## src/rtl/handshaking_master_burst_pkg.sv

```systemverilog
// Shared types and sizing helpers for the burst handshaking master and its FIFO core.
package handshaking_master_burst_pkg;

    typedef enum logic {
        ST_FILL  = 1'b0,
        ST_DRAIN = 1'b1
    } state_t;

    // Bit width needed to index/count n values; never returns less than 1.
    function automatic int unsigned width_of(input int unsigned n);
        return (n < 2) ? 1 : $clog2(n);
    endfunction

endpackage

```

## src/rtl/handshaking_fifo_core.sv

```systemverilog
// DEPTH-entry circular buffer with occupancy count; guards its own overflow/underflow.
module handshaking_fifo_core
    import handshaking_master_burst_pkg::*;
#(
    parameter int unsigned DATA_WIDTH = 8,
    parameter int unsigned DEPTH      = 4
) (
    input  logic                              clk,
    input  logic                              rst,
    input  logic                              i_wr_en,
    input  logic [DATA_WIDTH-1:0]             i_wr_data,
    input  logic                              i_rd_en,
    output logic [DATA_WIDTH-1:0]             o_rd_data,
    output logic [width_of(DEPTH+1)-1:0]      o_count,
    output logic                              o_full,
    output logic                              o_empty
);

    localparam int unsigned PW = width_of(DEPTH);
    localparam int unsigned CW = width_of(DEPTH + 1);

    logic [DATA_WIDTH-1:0] r_mem [DEPTH];
    logic [PW-1:0]         r_wr_ptr;
    logic [PW-1:0]         r_rd_ptr;
    logic [CW-1:0]         r_count;
    logic                  w_wr;
    logic                  w_rd;

    assign o_full    = (r_count == CW'(DEPTH));
    assign o_empty   = (r_count == '0);
    assign w_wr      = i_wr_en && !o_full;
    assign w_rd      = i_rd_en && !o_empty;
    assign o_rd_data = r_mem[r_rd_ptr];
    assign o_count   = r_count;

    // Storage carries no reset: contents are meaningless until counted in.
    always_ff @(posedge clk) begin
        if (w_wr) begin
            r_mem[r_wr_ptr] <= i_wr_data;
        end
    end

    // Power-of-two depth lets the pointers wrap naturally.
    always_ff @(posedge clk or posedge rst) begin
        if (rst) begin
            r_wr_ptr <= '0;
            r_rd_ptr <= '0;
            r_count  <= '0;
        end else begin
            if (w_wr) begin
                r_wr_ptr <= r_wr_ptr + PW'(1);
            end
            if (w_rd) begin
                r_rd_ptr <= r_rd_ptr + PW'(1);
            end
            case ({w_wr, w_rd})
                2'b10:   r_count <= r_count + CW'(1);
                2'b01:   r_count <= r_count - CW'(1);
                default: r_count <= r_count;
            endcase
        end
    end

endmodule

```

## src/rtl/handshaking_master_burst.sv

```systemverilog
// Buffered handshaking master: emits FIFO words in fixed-length or flushed bursts, with sticky stall timeout.
module handshaking_master_burst
    import handshaking_master_burst_pkg::*;
#(
    parameter int unsigned DATA_WIDTH = 8,
    parameter int unsigned DEPTH      = 4,
    parameter int unsigned BURST_LEN  = 1,
    parameter int unsigned TIMEOUT    = 255
) (
    input  logic                              clk,
    input  logic                              rst,
    input  logic [DATA_WIDTH-1:0]             i_data_in,
    input  logic                              i_in_valid,
    output logic                              o_in_ready,
    output logic [DATA_WIDTH-1:0]             o_data_out,
    output logic                              o_data_valid,
    input  logic                              i_data_ready,
    input  logic                              i_flush,
    input  logic                              i_clear,
    output logic [width_of(DEPTH+1)-1:0]      o_count,
    output logic                              o_full,
    output logic                              o_empty,
    output logic                              o_stall_timeout
);

    localparam int unsigned CW = width_of(DEPTH + 1);
    localparam int unsigned SW = width_of(TIMEOUT + 1);

    state_t        r_state;
    state_t        w_state_nxt;
    logic [CW-1:0] r_beats;
    logic [CW-1:0] w_beats_nxt;
    logic [SW-1:0] r_stall_cnt;
    logic [SW-1:0] w_stall_nxt;
    logic          r_stall_timeout;
    logic          w_stall_set;
    logic          w_data_valid;
    logic          w_rd;
    logic          w_full;
    logic [CW-1:0] w_count;

    handshaking_fifo_core #(
        .DATA_WIDTH (DATA_WIDTH),
        .DEPTH      (DEPTH)
    ) u_fifo (
        .clk       (clk),
        .rst       (rst),
        .i_wr_en   (i_in_valid),
        .i_wr_data (i_data_in),
        .i_rd_en   (w_rd),
        .o_rd_data (o_data_out),
        .o_count   (w_count),
        .o_full    (w_full),
        .o_empty   (o_empty)
    );

    assign w_rd            = w_data_valid && i_data_ready;
    assign o_data_valid    = w_data_valid;
    assign o_in_ready      = !w_full;
    assign o_full          = w_full;
    assign o_count         = w_count;
    assign o_stall_timeout = r_stall_timeout;

    // Burst FSM: a burst only starts once all of its words are resident.
    always_comb begin
        w_state_nxt  = r_state;
        w_beats_nxt  = r_beats;
        w_data_valid = 1'b0;
        case (r_state)
            ST_FILL: begin
                if (w_count >= CW'(BURST_LEN)) begin
                    w_state_nxt = ST_DRAIN;
                    w_beats_nxt = CW'(BURST_LEN);
                end else if (i_flush && (w_count != '0)) begin
                    w_state_nxt = ST_DRAIN;
                    w_beats_nxt = w_count;
                end
            end
            ST_DRAIN: begin
                w_data_valid = 1'b1;
                if (w_rd) begin
                    w_beats_nxt = r_beats - CW'(1);
                    if (r_beats == CW'(1)) begin
                        w_state_nxt = ST_FILL;
                    end
                end
            end
            default: begin
                w_state_nxt = ST_FILL;
                w_beats_nxt = '0;
            end
        endcase
    end

    // Stall counter saturates at TIMEOUT; reaching it sets the sticky flag.
    always_comb begin
        w_stall_nxt = '0;
        w_stall_set = 1'b0;
        if (w_data_valid && !i_data_ready) begin
            w_stall_nxt = (r_stall_cnt == SW'(TIMEOUT)) ? r_stall_cnt : r_stall_cnt + SW'(1);
            w_stall_set = (w_stall_nxt == SW'(TIMEOUT));
        end
    end

    always_ff @(posedge clk or posedge rst) begin
        if (rst) begin
            r_state         <= ST_FILL;
            r_beats         <= '0;
            r_stall_cnt     <= '0;
            r_stall_timeout <= 1'b0;
        end else begin
            r_state     <= w_state_nxt;
            r_beats     <= w_beats_nxt;
            r_stall_cnt <= w_stall_nxt;
            if (w_stall_set) begin
                r_stall_timeout <= 1'b1;
            end else if (i_clear) begin
                r_stall_timeout <= 1'b0;
            end
        end
    end

endmodule

```

## config.mk

```make
export PLATFORM = sky130hd
export DESIGN_NAME = handshaking_master_burst
export DESIGN_NICKNAME = d
export VERILOG_FILES = /design/src/rtl/handshaking_master_burst_pkg.sv /design/src/rtl/handshaking_fifo_core.sv /design/src/rtl/handshaking_master_burst.sv
export SDC_FILE = /design/constraint.sdc
export NUM_CORES = 1
export LEC_CHECK = 0
export ABC_AREA = 1
export BUFFER_PORTS_ARGS = -buffer_cell sky130_fd_sc_hd__buf_2
export CAP_MARGIN = 20
export CORE_ASPECT_RATIO = 1.1
export CORE_MARGIN = 2
export CORE_UTILIZATION = 54
export CTS_BUF_LIST = sky130_fd_sc_hd__clkbuf_4 sky130_fd_sc_hd__clkbuf_8
export CTS_CLUSTER_SIZE = 16
export DETAILED_ROUTE_END_ITERATION = 7
export HOLD_SLACK_MARGIN = 0.08
export PLACE_DENSITY = 0.78
export SYNTH_ARGS = -nofsm -noshare
export SYNTH_HDL_FRONTEND = slang
export SYNTH_SLANG_ARGS = --single-unit
export TNS_END_PERCENT = 50
```

## constraint.sdc

```tcl
create_clock -name clk -period 1.74 [get_ports clk]
set_input_delay 0.261 -clock clk [delete_from_list [all_inputs] [get_ports clk]]
set_output_delay 0.261 -clock clk [all_outputs]
set_load 0.005 [all_outputs]
```

==> impl_metrics.ini, run 1 <==
[run_status]
outcome = finished clean

[critical_path]
crit_fanout = 9
cp_data_arrival_time_ps = 1420
path_class = flip-flop to output port
reg2regPathDepth = 9
cp.required_ps = 1480
worst_setup_path_start_kind = flip-flop
end_kind = output port

[clock_network]
cts_tree = built
clock_sinks = 52
clkSlewWorstSetupHoldPaths_ps = 90
clkLatencyLatePin_ps = 310
cts_root_buf = clkbuf_8
cts_buffers = 5
max-clock-path-buffers = 2
ctsHtreeMaxLevel = 2

[floorplan]
die_h_um = 73.8
rows = 25
core-area_mm2 = 0.00429
start_util_pct = 55.9
die_area_mm2 = 0.00498
die_w_um = 67.5
io_pins = 30

[routing]
drcViolationCount = 0
totalWireLength_um = 4220
drt_iter0_markers = 122
vias_per_cell = 5.04
ant_nets = 0
wire_per_inst_um = 12.6
vias = 1682
drt-pass1-iter-count = 4

[global_routing]
grt_usage_pct = 18.3
overflow = 0
grt_max_degree = 21
grt_pass1_vias = 1568
grt_pass1_wl_um = 6540
antenna_found_initial = 0

[timing]
post-route-period-util_pct = 96.8
slew_violations = 0
slew-limit-headroom_pct = 79.6
fmax_mhz = 594
skew_ps = 4.82
hold_violations = 0
worst_pin_slew_ps = 306
hold_ws_ps = 156
worst_slack_ps = 56.5
rsz0062_at_grt = yes
period_needed_ps = 1680
setup_viol = 0

[layout]
drive_gt1_share_pct = 26.1
fin_util_pct = 66.6
syn_to_final_growth_pct = 19.2
nFillCells = 330
final_nets = 305
antenna_cells = 0
layout.cells.non_filler = 334

[synth]
ys_seq_elements = 52
synth_area_per_cell_um2 = 10.4
seq_area_frac_synth_pct = 61.0
synthCells = 230
async_reset_ff_share_pct = 38.5
synth-edff-count = 32
syn_nets = 256
synth_area_leaders = edfxtp_1, dfrtp_1, ha_1
synthDistinctLibCells = 24
synthFlopType = edfxtp_1
synth_top_area_share_pct = 40.1
yosys_warnings = 0
synthTopCellsByCount = nand2_1, nor2_1, edfxtp_1
syn_area_mm2 = 0.00239
yosysTopAreaCell = edfxtp_1

[worst_hold_path]
hold_path.class = input port to flip-flop
min_path_cells = 1

[place]
port_buffers = 29
routabilityCongestion = 0.862
hpwl_um = 2930
dp.cells = 319
dpl_worst_slack_ps = 59.0

[power_and_ir_drop]
fin_total_pwr_w = 0.00422
p_leak_nw = 1.25
peakVddDrop_uv = 1040
power_density_mw_per_mm2 = 1480

[run]
drv_cap = 0
==> critical path, stage by stage (launching register included) <==
cell and delay [ps]:
dfrtp_1 500, inv_2 190, o21ai_0 130, o22ai_1 150, buf_2 140
==> logic make-up after synthesis <==
family	share of synthesized area, %
adders and majority gates	6.27
DFF	61.0
xor gates and xnor gates	2.93
and+or+nand+nor	16.0
AOI/OAI and AO/OA	8.46
buffers and inverters	5.33
==> flip-flops by register name (all words and copies together) (netlist names) <==
name,flops
u_fifo.r_wr_ptr,2
r_state,1
o_stall_timeout,1
u_fifo.r_rd_ptr,2
r_stall_cnt,8
r_beats,3
u_fifo.o_count,3
u_fifo.r_mem,32
==> repair_timing <==
action,CTS,global route
hold buffers,1,0
hold endpoints to repair,20,0
cloned,0,0
buffers inserted,3,3
setup endpoints to repair,5,7
gates resized for setup,2,14
pin swaps,0,2
==> per-layer routing <==
layer  GRT usage [%]  share of wire [%]  vias up
li1                -                  -      858
met4            8.16                1.5        0
met1            20.2                 43      778
met3            5.21                4.1        8
met5               0                  0        -
met2            32.0                 52       38
==> stage by stage <==
step | TNS, ps | cell area (um^2)
after floorplan | 0 | 2410
after global placement | 0 | 2680
after detailed placement | 0 | 2680
after CTS | 0 | 2810
after global routing | -41.9 | 2850
final | 0 | 2850
==> area by class of cell <==
| type | count | area [um^2] | share of cell area (%) |
|---|---|---|---|
| clock buffer | 5 | 68.8 | 2.41 |
| clock inverter | 3 | 27.5 | 0.964 |
| inverter | 30 | 118 | 4.12 |
| multi-input combinational | 145 | 843 | 29.5 |
| sequential | 52 | 1460 | 51.2 |
| tap | 54 | 67.6 | 2.37 |
| timing repair buffer | 45 | 268 | 9.38 |
==> cell usage in the layout (no fill, tap or decap), drive strengths merged, types with 2 or more instances in the layout <==
| cell | n |
|---|---|
| o22ai | 10 |
| ha | 12 |
| nor2 | 38 |
| clkinvlp | 2 |
| edfxtp | 32 |
| a21oi | 4 |
| nand2 | 38 |
| or2 | 2 |
| o21ai | 21 |
| xnor2 | 3 |
| xor2 | 5 |
| buf | 44 |
| nand3 | 10 |
| dfrtp | 20 |
| clkinv | 2 |
| inv | 29 |
| clkbuf | 5 |
==> final timing paths <==
kind,start,endpoint,slack (ps)
min reg2reg,o_stall_timeout,o_stall_timeout,490
min in group asynchronous,rst,o_stall_timeout,520
max,u_fifo.r_rd_ptr[1],o_data_out[7],60
max reg2reg,u_fifo.o_count[1],u_fifo.o_count[2],140
max in group asynchronous,rst,u_fifo.r_wr_ptr[0],1010
min,i_data_in[0],u_fifo.r_mem[0][0],160
==> power by group <==
| group | total [W] | internal [W] | switching, W | leakage [nW] |
|---|---|---|---|---|
| Combinational | 0.00173 | 0.000775 | 0.000953 | 0.661 |
| Sequential | 0.00178 | 0.00162 | 0.000165 | 0.546 |
| Clock | 0.000709 | 0.000295 | 0.000414 | 0.0463 |
| Total | 0.00422 | 0.00269 | 0.00153 | 1.25 |
Note: power is estimated with default switching activity, not from simulation.
==> run 2: changes to the inputs <==
--- a/config.mk
+++ b/config.mk
@@ -14,9 +14,11 @@
 export CTS_BUF_LIST = sky130_fd_sc_hd__clkbuf_4 sky130_fd_sc_hd__clkbuf_8
 export CTS_CLUSTER_SIZE = 16
 export DETAILED_ROUTE_END_ITERATION = 7
+export GPL_TIMING_DRIVEN = 0
 export HOLD_SLACK_MARGIN = 0.08
 export PLACE_DENSITY = 0.78
 export SYNTH_ARGS = -nofsm -noshare
 export SYNTH_HDL_FRONTEND = slang
+export SYNTH_HIERARCHICAL = 1
 export SYNTH_SLANG_ARGS = --single-unit
 export TNS_END_PERCENT = 50
==> impl_metrics.ini, run 2 <==
[power_and_ir_drop]
power_density_mw_per_mm2 = 1450
p_leak_nw = 1.41
peakVddDrop_uv = 809
fin_total_pwr_w = 0.00430

[layout]
final_common_cell = nand2_1
top_regs = u_fifo/r_mem: 32 flops, r_stall_cnt: 8 flops
drive_gt1_share_pct = 25.6
largest_register_ffs = 32
antenna_cells = 0
top_register = u_fifo/r_mem
multiInputGateArea_um2 = 882
syn_to_final_growth_pct = 17.0
final_nets = 327
regArea_mm2 = 0.00146
nFillCells = 353
final_cell_mix = nand2_1, inv_1, edfxtp_1, buf_2, dfrtp_1

[synth]
synthFlopType = edfxtp_1
synth_compound_area_share_pct = 7.26
async_reset_ff_share_pct = 38.5
synth_area_leaders = edfxtp_1, dfrtp_1, nand2_1
synthCells = 257
seq_area_frac_synth_pct = 57.7
synthDistinctLibCells = 30
synth_top_family_by_area = simple AND/OR/NAND/NOR gates
syn_nets = 280
ys_seq_elements = 52
yosys_warnings = 6
syn_area_mm2 = 0.00253
synth_most_common_cell = nand2_1
synth-edff-count = 32
yosys.area_share.adder_pct = 4.74
yosysTopAreaCell = edfxtp_1
synthMuxAreaShare_pct = 0
synth_simple_gate_area_share_pct = 19.9
synthTopCellsByCount = nand2_1, inv_1, edfxtp_1
synth_area_per_cell_um2 = 9.85
synthXorXnorAreaFrac_pct = 1.38
synth_top_area_share_pct = 37.9

[place]
hpwl_um = 3080
port_buffers = 28
routabilityCongestion = 0.866

[clock_network]
cts_root_buf = clkbuf_8
clock_sinks = 52
clkSlewWorstSetupHoldPaths_ps = 90
ctsHtreeMaxLevel = 2
clkLatencyLatePin_ps = 310
max-clock-path-buffers = 2
cts_tree = built
cts_buffers = 5

[critical_path]
crit_fanout = 5
path_cells = inv_2 -> nand3_4 -> nand2_4 -> ha_2 -> inv_2 -> fa_2 -> nand2_1 -> nand3_1 -> nand2_1 -> nand2_1
slowest_stage = dfrtp_1
worst_setup_path_start_kind = flip-flop
path_class = flip-flop to flip-flop
end_kind = flip-flop
cp_top_family = adder cells
cp_common_cell = nand2_1
cp.required_ps = 1940
slowest_delay_ps = 400
cp_num_buf_inv = 2
cp_data_arrival_time_ps = 1910

[timing]
worst_pin_slew_ps = 520
slew_violations = 0
rsz0062_at_grt = yes
post-route-period-util_pct = 98.1
fin_setup_tns_ps = 0
period_needed_ps = 1710
setup_viol = 0
skew_ps = 7.38
hold_violations = 0
hold_ws_ps = 167
slew-limit-headroom_pct = 65.3
fmax_mhz = 586

[routing]
drcViolationCount = 0
vias = 1843
drt_iter0_markers = 132
totalWireLength_um = 4570
wire_per_inst_um = 12.7
vias_per_cell = 5.11
ant_nets = 0
drt-pass1-iter-count = 6

[global_routing]
use_met1_pct = 21.6
grt_use_met2_pct = 32.5
grt_usage_pct = 18.0
grt_pass1_vias = 1620
use_met3_pct = 3.84
grt_max_degree = 16
antenna_found_initial = 0
grt-busiest-layer = met2
overflow = 0
grt_pass1_wl_um = 7230

[floorplan]
rows = 26
die_area_mm2 = 0.00525
die_w_um = 69.3
io_pins = 30
die_h_um = 75.8
start_util_pct = 55.2
core-area_mm2 = 0.00459

[run_status]
outcome = finished clean

[worst_hold_path]
hold_path.class = input port to flip-flop

[run]
drv_cap = 0
-- run 2: cell types whose count changed in the layout (fill, tap and decap cells not counted), sizes merged, moves of 6 or more --
cell / previous run / this run
nand2: 38 / 75
nor2: 38 / 15
nand3: 10 / 16
o22ai: 10 / 2
o211ai: 0 / 16
inv: 29 / 48
o21ai: 21 / 3
-- run 2: what timing repair did --
item | in CTS | in global routing
setup endpoints to repair | 18 | 19
hold buffers | 1 | 0
pin swaps | 1 | 5
gates resized for setup | 5 | 14
cloned | 0 | 0
hold endpoints to repair | 20 | 0
setup buffers | 3 | 8
-- run 2: cell families after synthesis --
| group | Yosys count |
|---|---|
| buffers and inverters | 53 |
| flip-flops | 52 |
| XOR/XNOR | 4 |
| AND/OR/NAND/NOR | 112 |
| AO/OA/AOI/OAI | 27 |
| adder cells (fa/ha/maj) | 9 |
-- run 2: where the power goes --
group / switching, W / internal (W)
Combinational: 0.00107 / 0.000800
Clock: 0.000371 / 0.000295
Sequential: 0.000148 / 0.00161
-- run 2: path summary, 6_finish.rpt --
check | from | endpoint | slack, ps | cells after the start
worst max register to register | u_fifo/o_count[0] | u_fifo/o_count[2] | 30 | 10
min in group asynchronous | rst | u_fifo/r_wr_ptr[0] | 430 | 3
worst max-delay path | u_fifo/o_count[0] | u_fifo/o_count[2] | 30 | 10
worst min register to register | o_stall_timeout | o_stall_timeout | 480 | 2
max in group asynchronous | rst | r_stall_cnt[6] | 860 | 3
worst min-delay path | i_data_in[5] | u_fifo/r_mem[2][5] | 170 | 1
-- run 2: layout make-up --
cell class,instances,share of cell area [%]
inverter,49,6.21
multi-input combinational,152,29.8
sequential,52,49.3
clock buffer,6,2.57
clock inverter,2,0.380
timing repair buffer,40,7.85
buffer,4,1.52
tap,56,2.36
-- run 2: stage by stage --
stage	setup slack, ps	cells	area [um^2]	util [%]
CTS	-24.7	353	2870	62.5
finish	33.4	361	2960	64.6
global placement	-48.9	341	2740	59.8
detailed placement	-115	341	2740	59.8
global route	-82.3	361	2960	64.6
floorplan	30.9	257	2530	-
-- run 2: layer usage --
layer | vias up | part of all wire [%] | routed length [um]
li1 | 921 | - | -
met1 | 867 | 43 | 1970
met2 | 45 | 51 | 2320
met3 | 10 | 4.4 | 203
met4 | 0 | 1.6 | 71
met5 | - | 0 | 0
